File: config.mk
export PLATFORM = sky130hd
export DESIGN_NAME = aoc_day1_dial_sequencer_flat
export DESIGN_NICKNAME = d
export VERILOG_FILES = /design/src/rtl/aoc_day1_dial_sequencer_pkg.sv /design/src/rtl/aoc_day1_dial_sequencer_if.sv /design/src/rtl/aoc_day1_issue_tracker.sv /design/src/rtl/aoc_day1_dial_sequencer.sv /design/src/flat_wrapper.sv
export SDC_FILE = /design/constraint.sdc
export NUM_CORES = 1
export LEC_CHECK = 0
export ABC_CLOCK_PERIOD_IN_PS = 8100
export BUFFER_PORTS_ARGS = -buffer_cell sky130_fd_sc_hd__buf_2
export CORE_AREA = 5 5 102 104
export CTS_BUF_LIST = sky130_fd_sc_hd__clkbuf_4
export CTS_CLUSTER_SIZE = 14
export DETAILED_ROUTE_END_ITERATION = 12
export DIE_AREA = 0 0 107 109
export PLACE_DENSITY = 0.91
export RECOVER_POWER = 100
export SLEW_MARGIN = 20
export SYNTH_ARGS = -nofsm -noshare
export SYNTH_HDL_FRONTEND = slang
export SYNTH_HIERARCHICAL = 1
export SYNTH_SLANG_ARGS = --single-unit
File: constraint.sdc
create_clock -name clk -period 8.1 [get_ports clk]
set_input_delay 0.405 -clock clk [delete_from_list [all_inputs] [get_ports clk]]
set_output_delay 0.405 -clock clk [all_outputs]
set_load 0.05 [all_outputs]
File: src/rtl/aoc_day1_dial_sequencer_pkg.sv
// rtl/aoc_day1_dial_sequencer_pkg.sv - shared state encoding and dial constants
package aoc_day1_dial_sequencer_pkg;

  typedef enum logic [2:0] {
    ST_IDLE  = 3'd0,
    ST_CLEAR = 3'd1,
    ST_RUN   = 3'd2,
    ST_DRAIN = 3'd3,
    ST_DONE  = 3'd4
  } seq_state_t;

  localparam logic [7:0] DIAL_START         = 8'd50;
  localparam int         DIAL_MOD           = 100;
  localparam int         DP_LATENCY_DEFAULT = 6;

endpackage

File: src/rtl/aoc_day1_dial_sequencer_if.sv
// rtl/aoc_day1_dial_sequencer_if.sv - rotation command stream from the input parser
interface aoc_day1_dial_sequencer_if #(
  parameter int AMT_W = 32
);

  logic             cmd_valid;
  logic             cmd_ready;
  logic             cmd_dir_r;
  logic [AMT_W-1:0] cmd_amount;
  logic             cmd_last;

  // Parser side: produces commands, observes back-pressure.
  modport master (
    output cmd_valid,
    output cmd_dir_r,
    output cmd_amount,
    output cmd_last,
    input  cmd_ready
  );

  // Sequencer side: consumes commands, drives back-pressure.
  modport slave (
    input  cmd_valid,
    input  cmd_dir_r,
    input  cmd_amount,
    input  cmd_last,
    output cmd_ready
  );

endinterface

File: src/rtl/aoc_day1_issue_tracker.sv
// rtl/aoc_day1_issue_tracker.sv - valid delay line marking which dp_pos samples belong to real commands
module aoc_day1_issue_tracker #(
  parameter int DEPTH = 6
) (
  input  logic clk,
  input  logic rst,
  input  logic clear,
  input  logic push,
  output logic retire,
  output logic empty
);

  logic [DEPTH-1:0] vld;

  // One bit shifts in every cycle: 1 for an issued command, 0 for a no-op.
  always_ff @(posedge clk or posedge rst) begin
    if (rst) begin
      vld <= '0;
    end else if (clear) begin
      vld <= '0;
    end else begin
      vld <= {vld[DEPTH-2:0], push};
    end
  end

  assign retire = vld[DEPTH-1];
  // Nothing remains in flight once the entry retiring this cycle has left.
  assign empty  = ~|vld[DEPTH-2:0];

endmodule

File: src/rtl/aoc_day1_dial_sequencer.sv
// rtl/aoc_day1_dial_sequencer.sv - issues rotation commands into the dial datapath and counts zero landings
module aoc_day1_dial_sequencer
  import aoc_day1_dial_sequencer_pkg::*;
#(
  parameter int DP_LATENCY = DP_LATENCY_DEFAULT,
  parameter int AMT_W      = 32,
  parameter int CNT_W      = 32
) (
  input  logic                            clk,
  input  logic                            rst,
  input  logic                            start,
  aoc_day1_dial_sequencer_if.slave        cmd_if,
  output logic                            dp_rst,
  output logic [AMT_W-1:0]                dp_in_data,
  output logic                            dp_dir_r,
  input  logic [7:0]                      dp_pos,
  output logic                            busy,
  output logic                            done,
  output logic [CNT_W-1:0]                zero_count,
  output logic [CNT_W-1:0]                cmd_count,
  output logic [7:0]                      final_pos
);

  seq_state_t state, next_state;
  logic       cmd_ready_c;
  logic       clear_run;
  logic       hs;
  logic       retire;
  logic       trk_empty;

  assign cmd_if.cmd_ready = cmd_ready_c;
  assign hs               = cmd_ready_c & cmd_if.cmd_valid;

  aoc_day1_issue_tracker #(
    .DEPTH (DP_LATENCY)
  ) u_tracker (
    .clk    (clk),
    .rst    (rst),
    .clear  (clear_run),
    .push   (hs),
    .retire (retire),
    .empty  (trk_empty)
  );

  // State register.
  always_ff @(posedge clk or posedge rst) begin
    if (rst) begin
      state <= ST_IDLE;
    end else begin
      state <= next_state;
    end
  end

  // Next-state decode and state-derived control outputs.
  always_comb begin
    next_state  = state;
    cmd_ready_c = 1'b0;
    dp_rst      = 1'b0;
    busy        = 1'b0;
    done        = 1'b0;
    clear_run   = 1'b0;
    case (state)
      ST_IDLE: begin
        if (start) next_state = ST_CLEAR;
      end
      ST_CLEAR: begin
        dp_rst     = 1'b1;
        busy       = 1'b1;
        clear_run  = 1'b1;
        next_state = ST_RUN;
      end
      ST_RUN: begin
        busy        = 1'b1;
        cmd_ready_c = 1'b1;
        if (cmd_if.cmd_valid && cmd_if.cmd_last) next_state = ST_DRAIN;
      end
      ST_DRAIN: begin
        busy = 1'b1;
        if (trk_empty) next_state = ST_DONE;
      end
      ST_DONE: begin
        done = 1'b1;
        if (start) next_state = ST_CLEAR;
      end
      default: next_state = ST_IDLE;
    endcase
  end

  // Issue register: accepted command or the no-op (right by 0) every cycle.
  always_ff @(posedge clk or posedge rst) begin
    if (rst) begin
      dp_in_data <= '0;
      dp_dir_r   <= 1'b1;
    end else if (hs) begin
      dp_in_data <= cmd_if.cmd_amount;
      dp_dir_r   <= cmd_if.cmd_dir_r;
    end else begin
      dp_in_data <= '0;
      dp_dir_r   <= 1'b1;
    end
  end

  // Result counters: accepted commands and retired landings on zero.
  always_ff @(posedge clk or posedge rst) begin
    if (rst) begin
      zero_count <= '0;
      cmd_count  <= '0;
      final_pos  <= DIAL_START;
    end else if (clear_run) begin
      zero_count <= '0;
      cmd_count  <= '0;
      final_pos  <= DIAL_START;
    end else begin
      if (hs) cmd_count <= cmd_count + CNT_W'(1);
      if (retire) begin
        final_pos <= dp_pos;
        if (dp_pos == 8'd0) zero_count <= zero_count + CNT_W'(1);
      end
    end
  end

endmodule

File: src/flat_wrapper.sv
// flat-port wrapper written by rule: the top's interface ports become plain ports
module aoc_day1_dial_sequencer_flat import aoc_day1_dial_sequencer_pkg::*;
#(
  parameter int DP_LATENCY = DP_LATENCY_DEFAULT,
  parameter int AMT_W      = 32,
  parameter int CNT_W      = 32
)
  (clk, rst, start, dp_rst, dp_in_data, dp_dir_r, dp_pos, busy, done, zero_count, cmd_count, final_pos, cmd_if_cmd_valid, cmd_if_cmd_dir_r, cmd_if_cmd_amount, cmd_if_cmd_last, cmd_if_cmd_ready);
  aoc_day1_dial_sequencer_if #(.AMT_W(AMT_W)) cmd_if_i ();
  input  logic clk;
  input  logic rst;
  input  logic start;
  output logic dp_rst;
  output logic [AMT_W-1:0] dp_in_data;
  output logic dp_dir_r;
  input  logic [7:0] dp_pos;
  output logic busy;
  output logic done;
  output logic [CNT_W-1:0] zero_count;
  output logic [CNT_W-1:0] cmd_count;
  output logic [7:0] final_pos;
  input wire logic [$bits(cmd_if_i.cmd_valid)-1:0] cmd_if_cmd_valid;
  input wire logic [$bits(cmd_if_i.cmd_dir_r)-1:0] cmd_if_cmd_dir_r;
  input wire logic [$bits(cmd_if_i.cmd_amount)-1:0] cmd_if_cmd_amount;
  input wire logic [$bits(cmd_if_i.cmd_last)-1:0] cmd_if_cmd_last;
  output wire logic [$bits(cmd_if_i.cmd_ready)-1:0] cmd_if_cmd_ready;
  assign cmd_if_i.cmd_valid = cmd_if_cmd_valid;
  assign cmd_if_i.cmd_dir_r = cmd_if_cmd_dir_r;
  assign cmd_if_i.cmd_amount = cmd_if_cmd_amount;
  assign cmd_if_i.cmd_last = cmd_if_cmd_last;
  assign cmd_if_cmd_ready = cmd_if_i.cmd_ready;
  aoc_day1_dial_sequencer #(.DP_LATENCY(DP_LATENCY), .AMT_W(AMT_W), .CNT_W(CNT_W)) u_core (.clk(clk), .rst(rst), .start(start), .cmd_if(cmd_if_i), .dp_rst(dp_rst), .dp_in_data(dp_in_data), .dp_dir_r(dp_dir_r), .dp_pos(dp_pos), .busy(busy), .done(done), .zero_count(zero_count), .cmd_count(cmd_count), .final_pos(final_pos));
endmodule
==> reports/qor.csv, run 1 <==
metric,value,unit
placer congestion estimate,0.824,
sequential cell area fraction in the yosys report,54.1,%
Total Power Consumption,1.66,mW
Reg2Reg Setup Slack,4.50,ns
ys flop type,dfrtp_1,
Synth area leader,dfrtp_1,
first-pass GRT wire length,21000,um
clock sinks,114,
via count,4525,
Core Box Area,9460,um^2
vias in the first global route,4346,
Synth Register Bits,114,
Slew Limit Headroom,-29.5,%
Rows,36,
Max Clock Freq,0.239,GHz
CTS Buf Count,17,
most frequent cells in the layout,"clkbuf_1 (112), dfrtp_1 (110), buf_2 (44)",
starting density of the core,55.9,%
Worst Path Required,7.70,ns
H-Tree Depth,4,
Buf/Inv on CP,4,
CP max-delay cell,inv_1,
Setup CP Type,reg2out,
vias per cell,5.83,
Synth Instances,500,
PwrDens,267,nW/um^2
"delay-heaviest family, CP",buffers and inverters,
Area growth syn-to-layout,17.5,%
share of cells above drive strength 1,13.4,%
GR Overflow Total,0,
Pre-antenna DRT Iters,5,
DR DRC count,0,
"Net Count, Synth",548,
Final Setup Violations,0,
RSZ-0062 raised after global routing,no,
share of the synthesized area in the top cell type,52.1,%
Die Wd,107,um
asr flop ratio synth,100,%
clk slew on worst S/H paths,0.12,ns
leakage power,2.64,nW
max-cap violations,3,
Die H,109,um
"most common cell after layout, fill and taps aside",clkbuf_1,
top post-synthesis cells by area,"dfrtp_1 (52%), mux2i_1 (4.0%), and2_1 (3.9%), or4_1 (3.6%), a21oi_1 (3.5%)",
Yosys cell types,47,
Worst setup SP type,register,
DR iter-0 viols,320,
Clock Skew,0.0195,ns
"Period Utilization, post-route",51.6,%
largest net degree at the start of global routing,68,
outcome,"complete, but fails checks",
CTS Buffer Depth,2,
Syn Area/Cell,10.6,um^2
Max IR drop VDD,249,uV
Hold WS,0.0710,ns
Nets,697,
DP HPWL,9130,um
CTS tree,done,
Routed Antenna Nets,0,
port buffer count,154,
"Cell Area, Synth",5290,um^2
fillers,776,
Final Max Tran Viols,153,
Final Hold Vio Count,0,
clock root buffer,clkbuf_4,
# IOs,155,
CP max FO,62,
area of the multi-input gates,2190,um^2
arrival time worst endpoint,3.77,ns
number of enable flip-flop cells after synthesis,0,
initial antenna violation count,0,
CP Cell Sequence,inv_1 -> nand3_1 -> clkbuf_1 -> inv_1 -> clkbuf_1,
Post-CTS Resized,0,
total number of yosys warnings,6,
peak per-stage delay on the critical path,1.59,ns
Ant. Diodes,0,
clk_lat worst skew,0.52,ns
Setup TNS Final,0,ns
DIE AREA,11700,um^2
Slew @ Worst Pin,1.94,ns
final core utilization,65.6,%
failing checks,"capacitance limit, slew limit",
Tightest Hold Check Type,in2reg,
Worst setup EP type,output pin,
final WL,12900,um
crit path time final,4.18,ns
sequential cell area,2860,um^2
gr usage total,23.0,%
routed length per placed instance,16.6,um
-- final cells by class --
cell class / count / area share (%)
Clock buffer: 17 / 2.06
Clock inverter: 15 / 2.98
Inverter: 12 / 0.746
Multi-Input combinational cell: 346 / 35.3
Sequential cell: 114 / 46.0
Tap cell: 114 / 2.30
Timing Repair Buffer: 158 / 10.6
-- repair_timing --
item                       4_1_cts  5_1_grt
setup endpoints to repair        0        0
setup buffers                    0        0
hold buffers                     1        0
hold endpoints to repair        44        0
-- worst register-to-register path, cell delays in order, from the launching register on --
cell	delay, ns
dfrtp_1	0.46
and4bb_1	0.30
clkbuf_1	1.10
nand4_1	0.80
or4_1	0.70
a21oi_1	0.16
-- final timing paths --
kind	startpoint	end	cells past startpoint
setup / recovery	u_core/state[2]	dp_rst	5
hold / removal	cmd_if_cmd_dir_r	u_core/dp_dir_r	2
setup reg to reg	u_core/state[0]	u_core/cmd_count[28]	5
hold reg to reg	u_core/u_tracker/vld[1]	u_core/u_tracker/vld[2]	1
min in group asynchronous	rst	u_core/u_tracker/vld[3]	3
max in group asynchronous	rst	u_core/cmd_count[30]	4
-- report_power, final --
group / internal, mW / switching [mW]
combinational: 0.108 / 0.404
sequential: 0.647 / 0.0501
clock: 0.216 / 0.234
-- per-stage QoR --
| step | setup WS, ns | area, um^2 | cells |
|---|---|---|---|
| final | 3.92 | 6210 | 776 |
| after global routing | 3.47 | 6210 | 776 |
| after CTS | 5.03 | 6390 | 776 |
| after detailed placement | 5.30 | 6070 | 743 |
| after global placement | 5.44 | 6070 | 743 |
| after floorplan | 4.86 | 5290 | 500 |
-- Yosys cell counts (2+ instances only) --
cell type and number:
dfrtp_1 110, a21oi_1 37, and2_1 33, nand2_1 33
or4_1 25, nand3_1 24, o31ai_1 24, mux2i_1 21
nor2_1 21, nand4_1 20, clkbuf_1 16, o21ai_0 13
inv_1 12, nor4_1 12, nand2b_1 11, or3_1 11
and3_1 8, and4_1 8, xor2_1 8, nor2b_1 7
buf_2 4, dfstp_2 4, clkbuf_8 3, o21a_1 3
o31a_1 3, xnor2_1 3, and4_2 2, buf_1 2
ha_1 2, nand4_4 2, nor3_1 2
-- sequential cells by signal, summed over array words and instances (netlist names) --
signal	count
u_core/u_tracker/vld	6
u_core/final_pos	8
u_core/cmd_count	32
u_core/dp_in_data	32
u_core/dp_dir_r	1
u_core/zero_count	32
u_core/state	3
-- cell families (layout without fill, tap and decap cells) --
kind of cell	count (synthesis)	count (layout)	synth area share (%)
adders and majority gates	2	2	0.473
and+or+nand+nor	229	229	26.3
AOI/OAI and AO/OA	83	83	9.59
DFF	114	114	54.1
xor gates and xnor gates	11	11	1.82
muxes	21	21	3.98
buffers and inverters	40	202	3.79
-- per-layer routing --
layer	track usage, %	part of all wire [%]	up-vias
met5	0	0	-
met4	7.21	1.2	0
met3	9.59	9.5	17
met2	38.6	50	193
met1	27.0	40	2170
li1	-	-	2145
(Power assumes the default switching activity.)
==> run 2: changes to the inputs <==
ABC_CLOCK_PERIOD_IN_PS = 4300   (was 8100)
CORE_AREA = 5 5 105 107   (was 5 5 102 104)
DIE_AREA = 0 0 110 112   (was 0 0 107 109)
PLACE_DENSITY = 0.87   (was 0.91)
clock period = 4.3 ns   (was 8.1 ns; I/O delays follow)
==> reports/qor.csv, run 2 (synthesis gave the netlist of run 1 again) <==
metric,value,unit,change
largest net degree at the start of global routing,65,,was 68
Setup TNS Final,0,ns,unchanged
PwrDens,476,nW/um^2,was 267 nW/um^2
gr usage total,24.4,%,was 23.0%
Tightest Hold Check Type,in2reg,,unchanged
Total Power Consumption,3.17,mW,was 1.66 mW
Gate power share,32.4,%,was 30.8%
cell count of the worst reg-to-reg path,6,,was 5
starting density of the core,52.6,%,was 55.9%
Int Pwr,1.81,mW,was 0.971 mW
Slew @ Worst Pin,2.88,ns,was 1.94 ns
Final Max Tran Viols,65,,was 153
first-pass GRT wire length,23700,um,was 21000 um
CTS Buffer Depth,2,,unchanged
Clock Skew,0.0178,ns,was 0.0195 ns
Ant. Diodes,0,,unchanged
Nets,739,,was 697
Buf/Inv on CP,4,,unchanged
clk slew on worst S/H paths,0.12,ns,about the same
clock root buffer,clkbuf_4,,unchanged
hold_sp,dp_pos[2],,was cmd_if_cmd_dir_r
vias per cell,5.74,,was 5.83
final core utilization,66.3,%,was 65.6%
sequential power share,41.7,%,was 42.0%
"most common cell after layout, fill and taps aside",clkbuf_1,,unchanged
Clk pwr share,25.9,%,was 27.2%
most frequent cells in the layout,"clkbuf_1 (113), dfrtp_1 (110), buf_2 (44)",,"was clkbuf_1 (112), dfrtp_1 (110), buf_2 (44)"
max-cap violations,1,,was 3
DIE AREA,12300,um^2,was 11700 um^2
placer congestion estimate,0.857,,was 0.824
Rows,37,,was 36
Die H,112,um,was 109 um
crit path time final,3.24,ns,
Reg2Reg Launch Point,u_core/state[2],,was u_core/state[0]
CTS tree,done,,unchanged
CP max FO,32,,was 62
DR iter-0 viols,311,,was 320
CTS Hold Bufs,42,,was 1
Slew Limit Headroom,-93.3,%,was -29.5%
Final Setup Violations,0,,unchanged
vias in the first global route,4833,,was 4346
H-Tree Depth,4,,unchanged
final WL,14600,um,was 12900 um
Pre-antenna DRT Iters,5,,unchanged
Area growth syn-to-layout,26.0,%,was 17.5%
Max IR drop VDD,395,uV,was 249 uV
arrival time worst endpoint,3.57,ns,was 3.77 ns
biggest registers after layout,"u_core/cmd_count x32, u_core/dp_in_data x32, u_core/zero_count x32",,unchanged
Routed Antenna Nets,0,,unchanged
Post-CTS Resized,0,,unchanged
port buffer count,154,,unchanged
clk_lat worst skew,0.51,ns,was 0.52 ns
Worst setup EP type,register,,was output pin
Max Clock Freq,0.309,GHz,
NetSw,1.36,mW,was 0.689 mW
"delay-heaviest family, CP",buffers and inverters,,unchanged
routed length per placed instance,17.3,um,was 16.6 um
CP max-delay cell,clkbuf_1,,was inv_1
share of cells above drive strength 1,13.1,%,was 13.4%
CP most frequent cell,clkbuf_1,,
Hold EP,u_core/final_pos[2],,was u_core/dp_dir_r
Worst setup SP type,register,,unchanged
DP HPWL,9470,um,was 9130 um
via count,4818,,was 4525
Setup CP Type,reg2reg,,was reg2out
CTS Buf Count,17,,unchanged
leakage power,2.84,nW,was 2.64 nW
failing checks,"capacitance limit, slew limit",,unchanged
clock sinks,114,,unchanged
worst reg2reg endpoint,u_core/final_pos[2],,was u_core/cmd_count[28]
switching fraction of total power,43.0,%,was 41.5%
initial antenna violation count,0,,unchanged
GR Overflow Total,0,,unchanged
outcome,"complete, but fails checks",,unchanged
# IOs,155,,unchanged
Final Hold Vio Count,0,,unchanged
"Period Utilization, post-route",75.3,%,
hold depth,3,,was 2
buffer count from post-CTS setup fixing,0,,unchanged
Worst Path Required,4.63,ns,was 7.70 ns
Die Wd,110,um,was 107 um
RSZ-0062 raised after global routing,no,,unchanged
Reg2Reg Setup Slack,1.06,ns,was 4.50 ns
peak per-stage delay on the critical path,1.09,ns,was 1.59 ns
DR DRC count,0,,unchanged
Core Box Area,10000,um^2,was 9460 um^2
CP Cell Sequence,inv_1 -> nand3_1 -> clkbuf_1 -> inv_2 -> clkbuf_1 -> nor2_1,,was inv_1 -> nand3_1 -> clkbuf_1 -> inv_1 -> clkbuf_1
## run 2: area by class of cell
type                       count  area [um^2]
tap                          136          170
fill                         847         3390
clock buffer                  17          128
sequential                   114         2860
inverter                      12         46.3
clock inverter                15          174
multi-input combinational    346         2210
timing repair buffer         200         1070
## run 2: worst max path at each step
stage | cells past startpoint | end | startpoint
floorplan | 1 | u_core/cmd_count[0] | rst
global placement | 4 | u_core/zero_count[19] | u_core/u_tracker/vld[5]
detailed placement | 4 | u_core/zero_count[19] | u_core/u_tracker/vld[5]
CTS | 4 | u_core/zero_count[19] | u_core/u_tracker/vld[5]
global route | 6 | u_core/zero_count[18] | u_core/state[2]
finish | 6 | u_core/final_pos[2] | u_core/state[2]
## run 2: routing by layer
metal	routed length, um	up-vias	GRT usage [%]
met5	0	-	0
met4	254	0	9.14
met3	1330	29	9.57
met2	7240	203	39.2
met1	5740	2354	29.4
li1	-	2232	-
## run 2: worst min-delay path, delay by kind of cell
family | cells | cell delay (ns)
buf+inv | 1 | 0.10
mux | 1 | 0.08
simple gates | 1 | 0.13
## run 2: metrics by stage
step	std cells	hold slack, ns	area, um^2	setup slack, ns
finish	840	0.0612	6660	1.06
floorplan	500	0.00596	5290	1.25
detailed placement	766	0.169	6100	1.63
CTS	840	0.0230	6830	1.61
global route	840	0.0654	6660	0.704
global placement	766	0.163	6100	1.80
## run 2: power by group through the flow
stage / clock network, mW / registers (mW) / logic [mW]
after floorplan: 0 / 1.67 / 0.449
after global placement: 0 / 1.32 / 1.01
after detailed placement: 0 / 1.33 / 1.03
after CTS: 0.838 / 1.31 / 1.06
after global routing: 0.893 / 1.34 / 1.10
final: 0.822 / 1.32 / 1.03
